$ cat src/rtl/mem_stage_hs_pkg.sv
// mem_stage_hs_pkg: bus layouts and load-op encodings shared by the MEM stage.
package mem_stage_hs_pkg;
  localparam int ES_TO_MS_WD = 124;
  localparam int MS_TO_WS_WD = 74;
  localparam int MS_FWD_WD = 40;
  typedef enum logic [2:0] {
    LD_W  = 3'd0,
    LD_B  = 3'd1,
    LD_BU = 3'd2,
    LD_H  = 3'd3,
    LD_HU = 3'd4,
    LD_WL = 3'd5,
    LD_WR = 3'd6
  } ld_op_e;
  typedef struct packed {
    logic        need_data;
    logic [2:0]  ld_op;
    logic [31:0] rt_value;
    logic [16:0] rsvd;
    logic        res_from_mem;
    logic        gr_we;
    logic [4:0]  dest;
    logic [31:0] alu_result;
    logic [31:0] pc;
  } es_to_ms_t;
  typedef struct packed {
    logic [3:0]  byte_we;
    logic        gr_we;
    logic [4:0]  dest;
    logic [31:0] final_result;
    logic [31:0] pc;
  } ms_to_ws_t;
  typedef struct packed {
    logic        blk;
    logic        we;
    logic [4:0]  dest;
    logic [31:0] result;
    logic        valid;
  } ms_fwd_t;
endpackage

$ cat src/rtl/mem_stage_hs_load_align.sv
// mem_load_align: aligns/extends returned load data and derives the register byte enables.
module mem_load_align
  import mem_stage_hs_pkg::*;
(
  input  logic [1:0]  i_off,
  input  logic [2:0]  i_ld_op,
  input  logic        i_is_load,
  input  logic        i_gr_we,
  input  logic [31:0] i_word,
  input  logic [31:0] i_rt,
  output logic [31:0] o_result,
  output logic [3:0]  o_byte_we
);
  logic [7:0]  w_byte;
  logic [15:0] w_half;
  logic [31:0] w_lwl;
  logic [31:0] w_lwr;
  assign w_byte = i_word[{i_off, 3'b000} +: 8];
  assign w_half = i_off[1] ? i_word[31:16] : i_word[15:0];
  assign w_lwl = i_off == 2'd0 ? {i_word[7:0], i_rt[23:0]} :
                 i_off == 2'd1 ? {i_word[15:0], i_rt[15:0]} :
                 i_off == 2'd2 ? {i_word[23:0], i_rt[7:0]} : i_word;
  assign w_lwr = i_off == 2'd0 ? i_word :
                 i_off == 2'd1 ? {i_rt[31:24], i_word[31:8]} :
                 i_off == 2'd2 ? {i_rt[31:16], i_word[31:16]} : {i_rt[31:8], i_word[31:24]};
  assign o_result = i_ld_op == LD_B  ? {{24{w_byte[7]}}, w_byte} :
                    i_ld_op == LD_BU ? {24'd0, w_byte} :
                    i_ld_op == LD_H  ? {{16{w_half[15]}}, w_half} :
                    i_ld_op == LD_HU ? {16'd0, w_half} :
                    i_ld_op == LD_WL ? w_lwl :
                    i_ld_op == LD_WR ? w_lwr : i_word;
  assign o_byte_we = i_is_load && i_ld_op == LD_WL ? 4'b1111 << (2'd3 - i_off) :
                     i_is_load && i_ld_op == LD_WR ? 4'b1111 >> i_off : {4{i_gr_we}};
endmodule

$ cat src/rtl/mem_stage_hs.sv
// mem_stage_hs: MEM stage with variable-latency data response, WB-stall buffer and post-flush discard.
module mem_stage_hs
  import mem_stage_hs_pkg::*;
#(
  parameter int ES_TO_MS_BUS_WD = 124,
  parameter int MS_TO_WS_BUS_WD = 74,
  parameter int MAX_OUTSTANDING = 2
) (
  input  logic                       clk,
  input  logic                       reset,
  input  logic                       ws_allowin,
  output logic                       ms_allowin,
  input  logic                       es_to_ms_valid,
  input  logic [ES_TO_MS_BUS_WD-1:0] es_to_ms_bus,
  input  logic                       es_req_fire,
  output logic                       ms_to_ws_valid,
  output logic [MS_TO_WS_BUS_WD-1:0] ms_to_ws_bus,
  output logic [39:0]                ms_fwd_bus,
  input  logic                       flush,
  input  logic                       data_sram_data_ok,
  input  logic [31:0]                data_sram_rdata
);
  localparam int CW = $clog2(MAX_OUTSTANDING + 1);
  logic                       r_valid;
  logic                       r_buf_valid;
  logic [ES_TO_MS_BUS_WD-1:0] r_bus;
  logic [31:0]                r_buf_data;
  logic [CW-1:0]              r_inflight;
  logic [CW-1:0]              r_discard_cnt;
  es_to_ms_t                  w_es;
  ms_to_ws_t                  w_ws;
  ms_fwd_t                    w_fwd;
  logic                       w_stale;
  logic                       w_own_ok;
  logic                       w_ready_go;
  logic                       w_handoff;
  logic [CW-1:0]              w_inflight_nx;
  logic [31:0]                w_word;
  logic [31:0]                w_load;
  logic [31:0]                w_final;
  logic [3:0]                 w_byte_we;
  assign w_es = r_bus;
  // Responses arrive in request order, so anything still owed when a flush hits is stale.
  assign w_stale = data_sram_data_ok && r_discard_cnt != '0;
  assign w_own_ok = data_sram_data_ok && !w_stale && r_valid && w_es.need_data && !r_buf_valid;
  assign w_ready_go = !w_es.need_data || r_buf_valid || w_own_ok;
  assign ms_to_ws_valid = r_valid && w_ready_go && !flush;
  assign ms_allowin = !r_valid || (w_ready_go && ws_allowin);
  assign w_handoff = ms_to_ws_valid && ws_allowin;
  assign w_inflight_nx = r_inflight + CW'(es_req_fire) - CW'(data_sram_data_ok);
  assign w_word = r_buf_valid ? r_buf_data : data_sram_rdata;
  mem_load_align u_align (
    .i_off     (w_es.alu_result[1:0]),
    .i_ld_op   (w_es.ld_op),
    .i_is_load (w_es.res_from_mem),
    .i_gr_we   (w_es.gr_we),
    .i_word    (w_word),
    .i_rt      (w_es.rt_value),
    .o_result  (w_load),
    .o_byte_we (w_byte_we)
  );
  assign w_final = w_es.res_from_mem ? w_load : w_es.alu_result;
  assign w_ws = '{byte_we: w_byte_we, gr_we: w_es.gr_we, dest: w_es.dest,
                  final_result: w_final, pc: w_es.pc};
  assign w_fwd = '{blk: w_es.res_from_mem && !w_ready_go, we: w_es.gr_we, dest: w_es.dest,
                   result: w_final, valid: 1'b1};
  assign ms_to_ws_bus = ms_to_ws_valid ? w_ws : '0;
  assign ms_fwd_bus = r_valid ? w_fwd : '0;
  always_ff @(posedge clk) begin
    if (reset) begin
      r_valid       <= 1'b0;
      r_buf_valid   <= 1'b0;
      r_bus         <= '0;
      r_buf_data    <= '0;
      r_inflight    <= '0;
      r_discard_cnt <= '0;
    end else begin
      r_inflight <= w_inflight_nx;
      if (flush) begin
        r_valid       <= 1'b0;
        r_buf_valid   <= 1'b0;
        r_discard_cnt <= w_inflight_nx;
      end else begin
        if (w_stale) r_discard_cnt <= r_discard_cnt - CW'(1);
        if (ms_allowin) r_valid <= es_to_ms_valid;
        if (ms_allowin && es_to_ms_valid) r_bus <= es_to_ms_bus;
        if (w_handoff) r_buf_valid <= 1'b0;
        else if (w_own_ok && !ws_allowin) begin
          r_buf_valid <= 1'b1;
          r_buf_data  <= data_sram_rdata;
        end
      end
    end
  end
endmodule

$ cat config.mk
export PLATFORM = sky130hd
export DESIGN_NAME = mem_stage_hs
export DESIGN_NICKNAME = d
export VERILOG_FILES = /design/src/rtl/mem_stage_hs_pkg.sv /design/src/rtl/mem_stage_hs_load_align.sv /design/src/rtl/mem_stage_hs.sv
export SDC_FILE = /design/constraint.sdc
export NUM_CORES = 1
export LEC_CHECK = 0
export BUFFER_PORTS_ARGS = -buffer_cell sky130_fd_sc_hd__buf_2
export CAP_MARGIN = 10
export CORE_MARGIN = 10
export CORE_UTILIZATION = 45
export CTS_CLUSTER_SIZE = 10
export DETAILED_ROUTE_END_ITERATION = 10
export PLACE_DENSITY = 0.73
export SYNTH_ARGS = -nofsm -noshare
export SYNTH_HDL_FRONTEND = slang
export SYNTH_HIERARCHICAL = 1
export SYNTH_SLANG_ARGS = --single-unit
$ cat constraint.sdc
create_clock -name clk -period 2.94 [get_ports clk]
set_clock_uncertainty 0.1 [all_clocks]
set_input_delay 0.588 -clock clk [delete_from_list [all_inputs] [get_ports clk]]
set_output_delay 0.588 -clock clk [all_outputs]
set_load 0.005 [all_outputs]
==> metrics <==
status finished with violations; failing checks setup timing; Hold WS 0.3023 ns; fmax 0.2820 GHz; Mapped Cells 1,232; Area Overhead vs Synth 40.30%; RSZ-0062 raised after global routing true; Post-route DRC 0; Setup Crit Path Kind flop to output pin; Worst-path clk slew 0.07 ns; DR pass1 iterations 5; crit path capture type output pin; Site Rows 54; PortBufs 261; cell taking the most area after synthesis dfxtp_1; Die Width 169.5 µm; Hold Crit Class input port to flop; maximum vdd ir drop 0.3755 mV; final non-filler cell total 1,872; initial DRC count 839; Synth Net Count 1,398; All-Layer GR Usage 24.42%; Avg Cell Area, Syn 8.160 µm²; clock root cell clkbuf_16; clk sink count 145; worst setup margin -0.6067 ns; CORE AREA 21,890 µm²; Initial Util 45.92%; required time worst endpoint 2.25 ns; largest net degree at the start of global routing 100; placed cells 1,819; vias 10,209; DP Wirelength 27,420 µm; max-cap violations 0; CTS tree yes; CTS H-tree depth 4; Syn Std Cell Area 10,050 µm²; Ys Warns 6; Routed WL per cell 19.85 µm; pwr/cell area 432.9 nW/µm²; distinct cell type count after synthesis 55; share of cells above drive strength 1 39.31%; FF+latch count, synth 145; Hold Vio Cnt, Final 0; max-slew violations 0; CTS buffer count 17; post-synth top area share 28.87%; CP startpoint kind flop; Routed WL 37,160 µm; Final nets 1,744; Seq/Total Area, Yosys 28.87%; CP Max Fanout 7; antenna-violating nets left 0; fin crit period 3.547 ns; Clock Tree Buf Depth 2; antenna violations before repair 4; DIE HEIGHT 169.5 µm; vias in the first global route 10,207; GRT Residual Overflow 0; worst-margin pin slew 0.5011 ns; Placer Congestion 0.9653; later-pin clock latency in the skew report 0.43 ns; Leakage 5.968 nW; vias per cell 5.454; I/O Pins 279; setup violators final 64; Slew headroom 66.59%; fin crit share 120.6%; crit path DAT 2.86 ns; first-pass GRT wire length 56,150 µm; die area 28,720 µm²; Synth area leaders dfxtp_1 29%, mux2i_1 17%, nand2b_1 14%, mux2_2 5.8%, nand2_1 4.6%
report_power, final:
part | internal (mW) | total [mW] | switching (mW)
combinational | 0.768 | 1.56 | 0.797
sequential | 2.08 | 2.17 | 0.0914
clock | 1.44 | 2.37 | 0.935
total | 4.28 | 6.11 | 1.82
cell usage after synthesis, drive strengths merged:
cell / number
a221oi: 7
xnor2: 2
a41o: 1
mux2: 52
nand2b: 226
o21a: 2
a21boi: 1
o211ai: 8
a221o: 9
dfxtp: 145
or2: 1
a211o: 1
and3b: 1
buf: 46
a21o: 1
or2b: 1
or4: 2
and2: 51
a2111oi: 1
a22o: 2
o22ai: 15
nand3: 18
o221ai: 19
clkbuf: 60
nand2: 122
a21oi: 79
o21ai: 34
a211oi: 4
o2bb2ai: 7
nor3: 6
nor3b: 1
nor4: 2
a31oi: 4
o32ai: 1
nand3b: 5
and2b: 1
xor2: 1
nor2: 59
nor2b: 36
ha: 3
inv: 12
mux2i: 168
a31o: 1
a22oi: 14
what timing repair did:
action | in CTS | in global routing
hold endpoints to repair | 0 | 0
setup buffers | 11 | 6
hold buffers | 0 | 0
endpoints found under the setup margin | 66 | 106
gates resized for setup | 138 | 67
gates cloned | 2 | 1
pin swaps | 27 | 37
per-stage QoR:
stage / setup TNS [ns] / power, mW / setup slack (ns) / util, % / instance area (µm²)
2_1_floorplan: 0 / 2.964 / 0.003977 / - / 10090
3_3_place_gp: -10.74 / 3.515 / -0.4155 / 57.26 / 12530
3_5_place_dp: -11.94 / 3.537 / -0.4350 / 57.26 / 12530
4_1_cts: -29.71 / 6.040 / -0.5888 / 63.04 / 13800
5_1_grt: -36.77 / 6.350 / -0.6810 / 64.41 / 14100
6_report: -30.35 / 6.107 / -0.6067 / 64.43 / 14100
per-layer routing:
| layer | up-vias | wire length [µm] | share of wire, % | GRT usage, % |
|---|---|---|---|---|
| met3 | 72 | 3483 | 9.4 | 7.040 |
| met4 | 4 | 884 | 2.4 | 7.317 |
| met2 | 435 | 17400 | 47 | 39.73 |
| li1 | 4940 | - | - | - |
| met1 | 4758 | 15380 | 41 | 30.63 |
| met5 | - | 17 | 0.046 | 0 |
cell families after synthesis:
logic type               synth area share [%]
XOR/XNOR                               0.2614
flip-flops                              28.87
adder cells (fa/ha/maj)                0.3734
buffers and inverters                   5.513
multiplexers                            22.55
AND/OR/NAND/NOR                         28.87
AO/OA/AOI/OAI                           13.55
flip-flops by register name (all words and copies together) (netlist names):
| register | count |
|---|---|
| r_bus | 107 |
| r_valid | 1 |
| r_discard_cnt | 2 |
| r_buf_valid | 1 |
| r_buf_data | 32 |
| r_inflight | 2 |
worst max-delay path, cell delays in order (launching register included):
cell	delay (ns)
dfxtp_4	0.39
buf_12	0.14
mux2_4	0.35
mux2i_2	0.18
a211oi_2	0.11
a211oi_2	0.23
a21oi_1	0.11
or4_4	0.55
mux2i_4	0.18
nor2_1	0.07
buf_2	0.14
layout make-up:
cell class	instances	area (µm²)
Clock inverter	13	201.4
Antenna cell	2	5.005
Inverter	12	45.04
Tap cell	280	350.3
Timing Repair Buffer	433	2867
Fill cell	1843	7786
Sequential cell	145	2915
Multi-Input combinational cell	969	7292
Clock buffer	18	429.2
final timing paths:
check	startpoint	to	cells past startpoint	slack, ns
max	r_buf_valid	ms_to_ws_bus[47]	10	-0.61
min	data_sram_rdata[25]	r_buf_data[25]	3	0.30
min reg2reg	r_buf_data[8]	r_buf_data[8]	2	0.36
max reg2reg	r_buf_valid	r_bus[112]	6	0.83
placed cells by master (no fill, tap or decap), drive strengths merged, types with 3 or more instances in the layout:
cell     synthesis  final
buf             46    433
nand2b         226    226
mux2i          168    168
dfxtp          145    145
nand2          122    122
a21oi           79     79
nor2            59     59
mux2            52     52
and2            51     51
nor2b           36     36
o21ai           34     34
o221ai          19     19
nand3           18     18
clkbuf          60     18
inv             12     17
o22ai           15     15
a22oi           14     14
a221o            9      9
o211ai           8      8
a221oi           7      7
o2bb2ai          7      7
nor3             6      6
nand3b           5      5
bufinv           0      4
a31oi            4      4
a211oi           4      4
ha               3      3
(Power assumes the default switching activity.)
